==> config.mk <==
export PLATFORM = sky130hd
export DESIGN_NAME = alu_seq
export DESIGN_NICKNAME = d
export VERILOG_FILES = /design/src/rtl/alu_pkg.sv /design/src/rtl/alu_core.sv /design/src/rtl/alu_seq.sv
export SDC_FILE = /design/constraint.sdc
export NUM_CORES = 1
export LEC_CHECK = 0
export ABC_AREA = 1
export CAP_MARGIN = 20
export CORE_AREA = 2 2 69 71
export DETAILED_ROUTE_END_ITERATION = 16
export DIE_AREA = 0 0 71 73
export GPL_ROUTABILITY_DRIVEN = 0
export PLACE_DENSITY = 0.95
export SYNTH_ARGS = -nofsm -noshare
export SYNTH_HDL_FRONTEND = slang
export SYNTH_SLANG_ARGS = --single-unit
export TNS_END_PERCENT = 1
==> constraint.sdc <==
create_clock -name clk -period 2.4 [get_ports clk]
set_input_delay 0.48 -clock clk [delete_from_list [all_inputs] [get_ports clk]]
set_output_delay 0.48 -clock clk [all_outputs]
set_load 0.02 [all_outputs]
==> src/rtl/alu_pkg.sv <==
// Shared opcode and state types for alu_seq.
// ALU_MUL_EN makes opcode 1001 an iterative multiply.
package alu_pkg;

  typedef enum logic [3:0] {
    CMD_XOR   = 4'b0001,
    CMD_BNEZ  = 4'b0010,
    CMD_ADD   = 4'b0011,
    CMD_LSH   = 4'b0100,
    CMD_RSH   = 4'b0101,
    CMD_PASSB = 4'b0110,
    CMD_PASSA = 4'b0111,
    CMD_PARI  = 4'b1000,
    CMD_MUL   = 4'b1001,
    CMD_OR    = 4'b1010,
    CMD_SUB   = 4'b1011
  } alu_cmd_e;

  typedef enum logic [1:0] {
    IDLE,
    SHIFT,
    MUL,
    HOLD
  } state_e;

  function automatic logic is_shift(input logic [3:0] cmd);
    return (cmd == CMD_LSH) || (cmd == CMD_RSH);
  endfunction

  function automatic logic is_iterative(input logic [3:0] cmd);
`ifdef ALU_MUL_EN
    return is_shift(cmd) || (cmd == CMD_MUL);
`else
    return is_shift(cmd);
`endif
  endfunction

endpackage

==> src/rtl/alu_core.sv <==
// Combinational single-cycle datapath for the non-iterative alu_seq opcodes.
// Shifts, multiply and undefined opcodes return rslt=0, sc_o=0.
module alu_core
  import alu_pkg::*;
#(
  parameter int W     = 8,
  parameter int CMD_W = 4
) (
  input  logic [CMD_W-1:0] cmd,
  input  logic [W-1:0]     a,
  input  logic [W-1:0]     b,
  input  logic             sc_i,
  output logic [W-1:0]     rslt,
  output logic             sc_o
);

  logic [W:0] sum;
  logic [W:0] diff;

  // Bit W of the widened difference is the borrow (b < a + sc_i).
  assign sum  = {1'b0, a} + {1'b0, b} + {{W{1'b0}}, sc_i};
  assign diff = {1'b0, b} - {1'b0, a} - {{W{1'b0}}, sc_i};

  always_comb begin
    rslt = '0;
    sc_o = 1'b0;
    case (cmd)
      CMD_W'(CMD_XOR):   rslt = a ^ b;
      CMD_W'(CMD_BNEZ):  rslt = {{(W-1){1'b0}}, |b};
      CMD_W'(CMD_ADD): begin
        rslt = sum[W-1:0];
        sc_o = sum[W];
      end
      CMD_W'(CMD_PASSB): rslt = b;
      CMD_W'(CMD_PASSA): rslt = a;
      CMD_W'(CMD_PARI):  rslt = {{(W-1){1'b0}}, ^b};
      CMD_W'(CMD_OR):    rslt = a | b;
      CMD_W'(CMD_SUB): begin
        rslt = diff[W-1:0];
        sc_o = diff[W];
      end
      default: ;
    endcase
  end

endmodule

==> src/rtl/alu_seq.sv <==
// Handshaked width-generic ALU with registered result and one-bit-per-cycle shifts.
// Define ALU_MUL_EN to add the iterative shift-add multiply on opcode 1001.
// state | meaning
// IDLE  | empty, ready to accept an op
// SHIFT | shifting rslt one bit per cycle, cnt bits remaining
// MUL   | shift-add multiply, cnt steps remaining
// HOLD  | result valid, waiting for out_ready
module alu_seq
  import alu_pkg::*;
#(
  parameter int W     = 8,
  parameter int CMD_W = 4
) (
  input  logic             clk,
  input  logic             rst_n,
  input  logic             in_valid,
  output logic             in_ready,
  input  logic [CMD_W-1:0] alu_cmd,
  input  logic [W-1:0]     inA,
  input  logic [W-1:0]     inB,
  input  logic             sc_i,
  output logic             out_valid,
  input  logic             out_ready,
  output logic [W-1:0]     rslt,
  output logic             sc_o,
  output logic             pari,
  output logic             zero
);

  localparam int CNT_W = $clog2(W) + 1;
  localparam logic [W-1:0] W_AMT = W'(W);

  state_e           state;
  logic [CNT_W-1:0] cnt;
  logic             shift_left;
  logic [3:0]       op;
  logic             op_ok;
  logic             accept;
  logic [CNT_W-1:0] shift_cnt;
  logic [W-1:0]     core_rslt;
  logic             core_sc;

  // op_ok rejects wide opcodes whose upper bits would alias a defined one.
  assign op        = 4'(alu_cmd);
  assign op_ok     = (alu_cmd == CMD_W'(op));
  assign in_ready  = (state == IDLE) || ((state == HOLD) && out_ready);
  assign out_valid = (state == HOLD);
  assign accept    = in_valid && in_ready;
  assign pari      = ^rslt;
  assign zero      = (rslt == '0);
  assign shift_cnt = (inA >= W_AMT) ? CNT_W'(W) : inA[CNT_W-1:0];

  alu_core #(
    .W     (W),
    .CMD_W (CMD_W)
  ) u_core (
    .cmd  (alu_cmd),
    .a    (inA),
    .b    (inB),
    .sc_i (sc_i),
    .rslt (core_rslt),
    .sc_o (core_sc)
  );

`ifdef ALU_MUL_EN
  logic [2*W-1:0] prod;
  logic [2*W-1:0] prod_next;
  logic [W-1:0]   mcand;
  logic [W:0]     mul_sum;

  assign mul_sum   = {1'b0, prod[2*W-1:W]} + (prod[0] ? {1'b0, mcand} : '0);
  assign prod_next = {mul_sum, prod[W-1:1]};
`endif

  // rslt doubles as the shift accumulator; out_valid is low while it moves.
  always_ff @(posedge clk or negedge rst_n) begin
    if (!rst_n) begin
      state      <= IDLE;
      cnt        <= '0;
      shift_left <= 1'b0;
      rslt       <= '0;
      sc_o       <= 1'b0;
`ifdef ALU_MUL_EN
      prod       <= '0;
      mcand      <= '0;
`endif
    end else begin
      case (state)
        SHIFT: begin
          if (shift_left) begin
            rslt <= {rslt[W-2:0], 1'b0};
            sc_o <= rslt[W-1];
          end else begin
            rslt <= {1'b0, rslt[W-1:1]};
            sc_o <= rslt[0];
          end
          cnt <= cnt - CNT_W'(1);
          if (cnt == CNT_W'(1)) state <= HOLD;
        end
`ifdef ALU_MUL_EN
        MUL: begin
          prod <= prod_next;
          cnt  <= cnt - CNT_W'(1);
          if (cnt == CNT_W'(1)) begin
            rslt  <= prod_next[W-1:0];
            sc_o  <= |prod_next[2*W-1:W];
            state <= HOLD;
          end
        end
`endif
        HOLD: begin
          if (out_ready) state <= IDLE;
        end
        IDLE: ;
        default: state <= IDLE;
      endcase

      // Accept overrides the HOLD retire above, giving back-to-back issue.
      if (accept) begin
        if (op_ok && is_iterative(op)) begin
          if (is_shift(op)) begin
            rslt       <= inB;
            sc_o       <= 1'b0;
            shift_left <= (op == CMD_LSH);
            cnt        <= shift_cnt;
            state      <= (inA == '0) ? HOLD : SHIFT;
          end
`ifdef ALU_MUL_EN
          else begin
            prod  <= {{W{1'b0}}, inB};
            mcand <= inA;
            cnt   <= CNT_W'(W);
            state <= MUL;
          end
`endif
        end else begin
          rslt  <= core_rslt;
          sc_o  <= core_sc;
          state <= HOLD;
        end
      end
    end
  end

endmodule

**Word level (Yosys, flattened, before mapping)**

Index checks and enable logic that the tools add are counted.

- $add $sub $neg: 5
- $lt $le $gt $ge: 1
- Equal/unequal tests: 16
- Multiplexer cells: 20
- Bitwise operators: 2
- Reductions and logical operators: 13

Operator list:

| operator | count |
|---|---|
| $pmux 8 s8 | 1 |
| $mux 8 | 4 |
| $eq 4x3->1 const B | 4 |
| $logic_not 8->1 | 2 |
| $mux 4 | 4 |
| $reduce_xor 8->1 | 2 |
| $eq 4x4->1 const B | 3 |
| $mux 2 | 5 |
| $add 8x8->9 | 1 |
| $add 9x1->9 | 1 |
| $sub 8x8->9 | 1 |
| $sub 9x1->9 | 1 |
| $eq 4x1->1 const B | 2 |
| $eq 4x2->1 const B | 2 |
| $ge 8x4->1 const B | 1 |
| $or 8x8->8 | 1 |
| $reduce_or 8->1 | 1 |
| $xor 8x8->8 | 1 |
| $pmux 2 s3 | 1 |
| $mux 1 | 4 |
| $sub 4x1->4 const B | 1 |
| $ne 3x1->1 const B | 1 |
| $ne 3x3->1 const B | 1 |
| $reduce_and 3->1 | 1 |
| other kinds (9) | 11 |

- Flip-flop bits (word level): 16
- Output and inout bits: 13

**Depth between registers and ports, before layout**

- Word-level depth: 6
- Mapped depth: 13
- Gate-level depth less buffers: 13

**Hierarchy**

Synthesis repeated with hierarchy kept, for this count alone.

- Cell total of the unflattened synthesis: 423
- Area, all modules: 2631.3 µm²

By module, submodules not included:

| module | times used | cells an instance | area each (µm²) |
|---|---|---|---|
| alu_core | 1 | 253 | 1465.2 |
| alu_seq | 1 | 170 | 1166.1 |

**Worst setup path before layout**

Ideal clock, no wire load.

- Kind: input to register
- Start point: in inA[0]
- End point: reg rslt[4]
- Setup time: 119 ps
- Arrival: 2123 ps
- Slack: 158 ps
- Stages on the path: 10
- Path buffers: 0
- Cells stage by stage: inv_1 fa_1 fa_1 nor2_1 o21bai_1 or2_2 nand3_1 nand3_1 nand2_1 nand2_1

- Word-level cells in the longest chain between the ends: 5
- Elaborated cells between the ends (all ways): 7

RTL lines:

| what | line | RTL |
|---|---|---|
| start: declaration | alu_seq.sv:19 | `input logic [W-1:0] inA,` |
| $sub 8x8->9 or $add 8x8->9 (tied branches) | alu_core.sv:22, alu_core.sv:21 |  |
| $sub 9x1->9 or $add 9x1->9 (tied branches) | alu_core.sv:22, alu_core.sv:21 |  |
| $pmux 8 s8 * | alu_core.sv:27 | `case (cmd)` |
| $mux 8 * | alu_seq.sv:120 | `if (op_ok && is_iterative(op)) begin` |
| $mux 8 * | alu_seq.sv:119 | `if (accept) begin` |
| end signal: assignment | alu_seq.sv:94 | `rslt <= {1'b0, rslt[W-1:1]};` |
| end signal: assignment | alu_seq.sv:122 | `rslt <= inB;` |
| end signal: assignment | alu_seq.sv:137 | `rslt <= core_rslt;` |
| end: declaration | alu_seq.sv:24 | `output logic [W-1:0] rslt,` |

Mark *: on every way between the ends. The rest lies on a longest branch, timed or not.
A chain may end at the register's enable or synchronous reset.

**Worst setup path in the final report**

- Start point: in inB[4]
- End point: reg sc_o

- Word-level cells in the longest chain between the ends: 5
- Elaborated cells between the ends (all ways): 7

RTL lines:

| what | line | RTL |
|---|---|---|
| start: declaration | alu_seq.sv:20 | `input logic [W-1:0] inB,` |
| $sub 8x8->9 or $add 8x8->9 (tied branches) | alu_core.sv:22, alu_core.sv:21 |  |
| $sub 9x1->9 or $add 9x1->9 (tied branches) | alu_core.sv:22, alu_core.sv:21 |  |
| $pmux 1 s2 * | alu_core.sv:27 |  |
| $mux 1 * | alu_seq.sv:120 |  |
| $mux 1 * | alu_seq.sv:119 |  |
| end signal: assignment | alu_seq.sv:92 | `sc_o <= rslt[W-1];` |
| end signal: assignment | alu_seq.sv:95 | `sc_o <= rslt[0];` |
| end signal: assignment | alu_seq.sv:138 | `sc_o <= core_sc;` |
| end: declaration | alu_seq.sv:25 | `output logic sc_o,` |

Marks and branches as above.

==> qor.yml <==
outcome:
  status: "complete, but fails checks"
  violations: "negative setup slack"
grt:
  met1_usage_pct: 40.0
  grtUsageMet2_pct: 66.1
  grt_use_total_pct: 36.7
  grt_max_degree: 17
  grt_pass1_vias: 3372
  grt.busiest_layer: "met2"
  antenna_found_initial: 0
  grt_overflow: 0
  grt_pass1_wl_mm: 15.2
  use_met3_pct: 4.97
detailed_routing:
  viasPerCell: 6.38
  wl_per_cell_um: 18.0
  drt_iter0_drc: 582
  dr.pass1.iters: 8
  routed_wl_mm: 9.91
  postRouteAntennaNets: 0
  route.detailed.drc: 0
  vias: 3523
cts:
  cts-hold-fix-buffers: 0
  post_cts_buffers: 0
  tritoncts: "done"
  htreeDepth: 1
  clk_latency_ps: 260
  clk_pin_slew_ps: 70
  numCtsBuffers: 3
  cts.root.buffer_cell: "clkbuf_8"
  clockBufferDepth: 2
  clock-sinks: 16
layout:
  nFillCells: 282
  layout_common_cells: "nand2_1 (98), inv_1 (78), buf_4 (50), nand3_1 (37)"
  multiInputGateArea_sq_um: 1970
  antenna_cells: 0
  final_common_cell: "nand2_1"
  area_growth_pct: 37.4
  drive_gt1_share_pct: 16.7
  layout.nets: 567
  seq_area_sq_um: 400
sta:
  setup_viol: 2
  max_slew_margin_pct: 49.6
  fin_crit_ps: 2450
  final_hold_viol_count: 0
  finalMaxSlewViolations: 0
  skew_ps: 2.58
  fin_crit_sh_pct: 102
  tightest_slew_ps: 753
  fin_ws_ps: -50.4
  max_freq_mhz: 408
  rsz0062_at_grt: "true"
  worst_hold_slack_ps: 569
power_and_ir_drop:
  p_sw_mw: 1.30
  p_seq_share_pct: 20.4
  pwr-share-clk_pct: 9.7
  leakagePower_nw: 1.89
  worst_ir_drop_vdd_v: 0.000491
  combPwrFrac_pct: 69.9
  power_mw: 2.57
  intPower_mw: 1.27
  power_density_nw_per_um2: 725
  sw_frac_of_total_pct: 50.5
hold_path:
  min_to: "rslt[2]$_DFFE_PN0P_"
  whs_path_depth: 2
  hp-class: "register to register"
  hold_path_startpoint: "rslt[2]$_DFFE_PN0P_"
run:
  drv_cap: 0
worst_setup_path:
  critPathKind: "input port to register"
  end_kind: "register"
  ff2ff_path_depth: 7
  worstReg2RegStart: "state[0]$_DFFE_PN0P_"
  critPathLaunchType: "input port"
  r2r_slack_ps: 710
  r2r-end: "rslt[1]$_DFFE_PN0P_"
  cp_data_required_time_ps: 2550
  startpoint: "inB[4]"
  critPathMaxFanout: 4
  cp.arrival_ps: 2600
die:
  die_h_um: 73
  die_area_sq_um: 5180
  fp-row-count: 25
  num_io_pins: 38
  initial_utilization_pct: 56.8
  core_area_sq_um: 4540
  die_x_um: 71
synth:
  yosys_warnings: 0
  yosysSeqAreaShare_pct: 15.5
  syn-num-nets: 478
  ys_ff_latch: 16
  ys_types: 32
  netlist_area_sq_um: 2570
  syn_area_per_cell_sq_um: 6.28
  netlist_instances: 410
place:
  hpwl_mm: 7.04
  post-place-ws_ps: -552
  port_buffers: 37
==> synthesized netlist by cell type (all sizes together) <==
cell	instances	area, sq um
o21bai	3	22.5
nand3	40	200
nor2	31	131
or2	3	18.8
xnor2	3	26.3
nand2b	2	12.5
clkbuf	1	3.75
o311ai	1	8.76
a21boi	1	7.51
nand4	5	31.3
a21oi	23	115
dfrtp	16	400
inv	80	300
ha	39	488
o211ai	4	30.0
clkinv	1	3.75
o21a	1	7.51
fa	4	80.1
nor3	5	36.3
xor2	5	43.8
buf	2	16.3
o21ai	28	140
o2111ai	1	8.76
nand2	105	404
o22ai	6	37.5
==> registers in the layout, indices dropped and copies added (netlist names) <==
| register | count |
|---|---|
| rslt | 8 |
| state | 2 |
| shift_left | 1 |
| sc_o | 1 |
| cnt | 4 |
==> area by class of cell <==
| cell class | instances | area share (%) |
|---|---|---|
| clock buffer | 4 | 1.56 |
| tap | 54 | 1.91 |
| multi-input combinational | 310 | 55.6 |
| inverter | 81 | 8.59 |
| timing repair buffer | 87 | 21.0 |
| sequential | 16 | 11.3 |
==> critical path, cell delays in order <==
cell and delay [ps]:
clkdlybuf4s50_1 530, inv_1 120, buf_4 150, ha_1 160, inv_1 140, ha_4 230
nand2_1 50, nand2_1 100, a21oi_2 180, nand3_1 110, nand3_1 120, nand2_1 80
nand2_1 60, nand2_1 70
==> how the worst max path moves through the flow <==
| stage | to | slack [ps] |
|---|---|---|
| after floorplan | rslt[4]$_DFFE_PN0P_ | 160 |
| after global placement | rslt[4]$_DFFE_PN0P_ | -400 |
| after detailed placement | sc_o$_DFFE_PN0P_ | -550 |
| after CTS | rslt[4]$_DFFE_PN0P_ | -60 |
| after global routing | sc_o$_DFFE_PN0P_ | -80 |
| final | sc_o$_DFFE_PN0P_ | -50 |
==> kinds of logic (layout without fill, tap and decap cells) <==
| kind of cell | Yosys count | count (layout) | share of synthesized area, % |
|---|---|---|---|
| AND/OR/NAND/NOR | 191 | 191 | 32.4 |
| buffers and inverters | 84 | 172 | 12.6 |
| AO/OA/AOI/OAI | 68 | 68 | 14.7 |
| adder cells (fa/ha/maj) | 43 | 43 | 22.1 |
| flip-flops | 16 | 16 | 15.5 |
| XOR/XNOR | 8 | 8 | 2.72 |
==> what timing repair did <==
action	CTS	global route
gates resized for setup	9	15
setup endpoints to repair	8	8
pin swaps	7	4
==> stage by stage <==
| stage | area, sq um | utilization (%) | TNS (ps) | cells |
|---|---|---|---|---|
| 2_1_floorplan | 2570 | - | 0 | 410 |
| 3_3_place_gp | 3370 | 74.3 | -2630 | 548 |
| 3_5_place_dp | 3370 | 74.3 | -3650 | 548 |
| 4_1_cts | 3430 | 75.7 | -229 | 552 |
| 5_1_grt | 3540 | 78.0 | -197 | 552 |
| 6_report | 3540 | 78.0 | -97.1 | 552 |
==> layer usage <==
layer	up-vias	wire (um)
met1	1555	3250
met5	-	0
met4	0	882
li1	1489	-
met2	355	4710
met3	124	1070
==> power by group through the flow <==
stage | Clock (mW) | Combinational (mW) | Sequential (mW)
2_1_floorplan | 0 | 0.983 | 0.550
3_3_place_gp | 0 | 1.59 | 0.502
3_5_place_dp | 0 | 1.68 | 0.516
4_1_cts | 0.246 | 1.70 | 0.514
5_1_grt | 0.257 | 1.94 | 0.539
6_report | 0.248 | 1.79 | 0.524
Power figures use the tool's default switching activity.
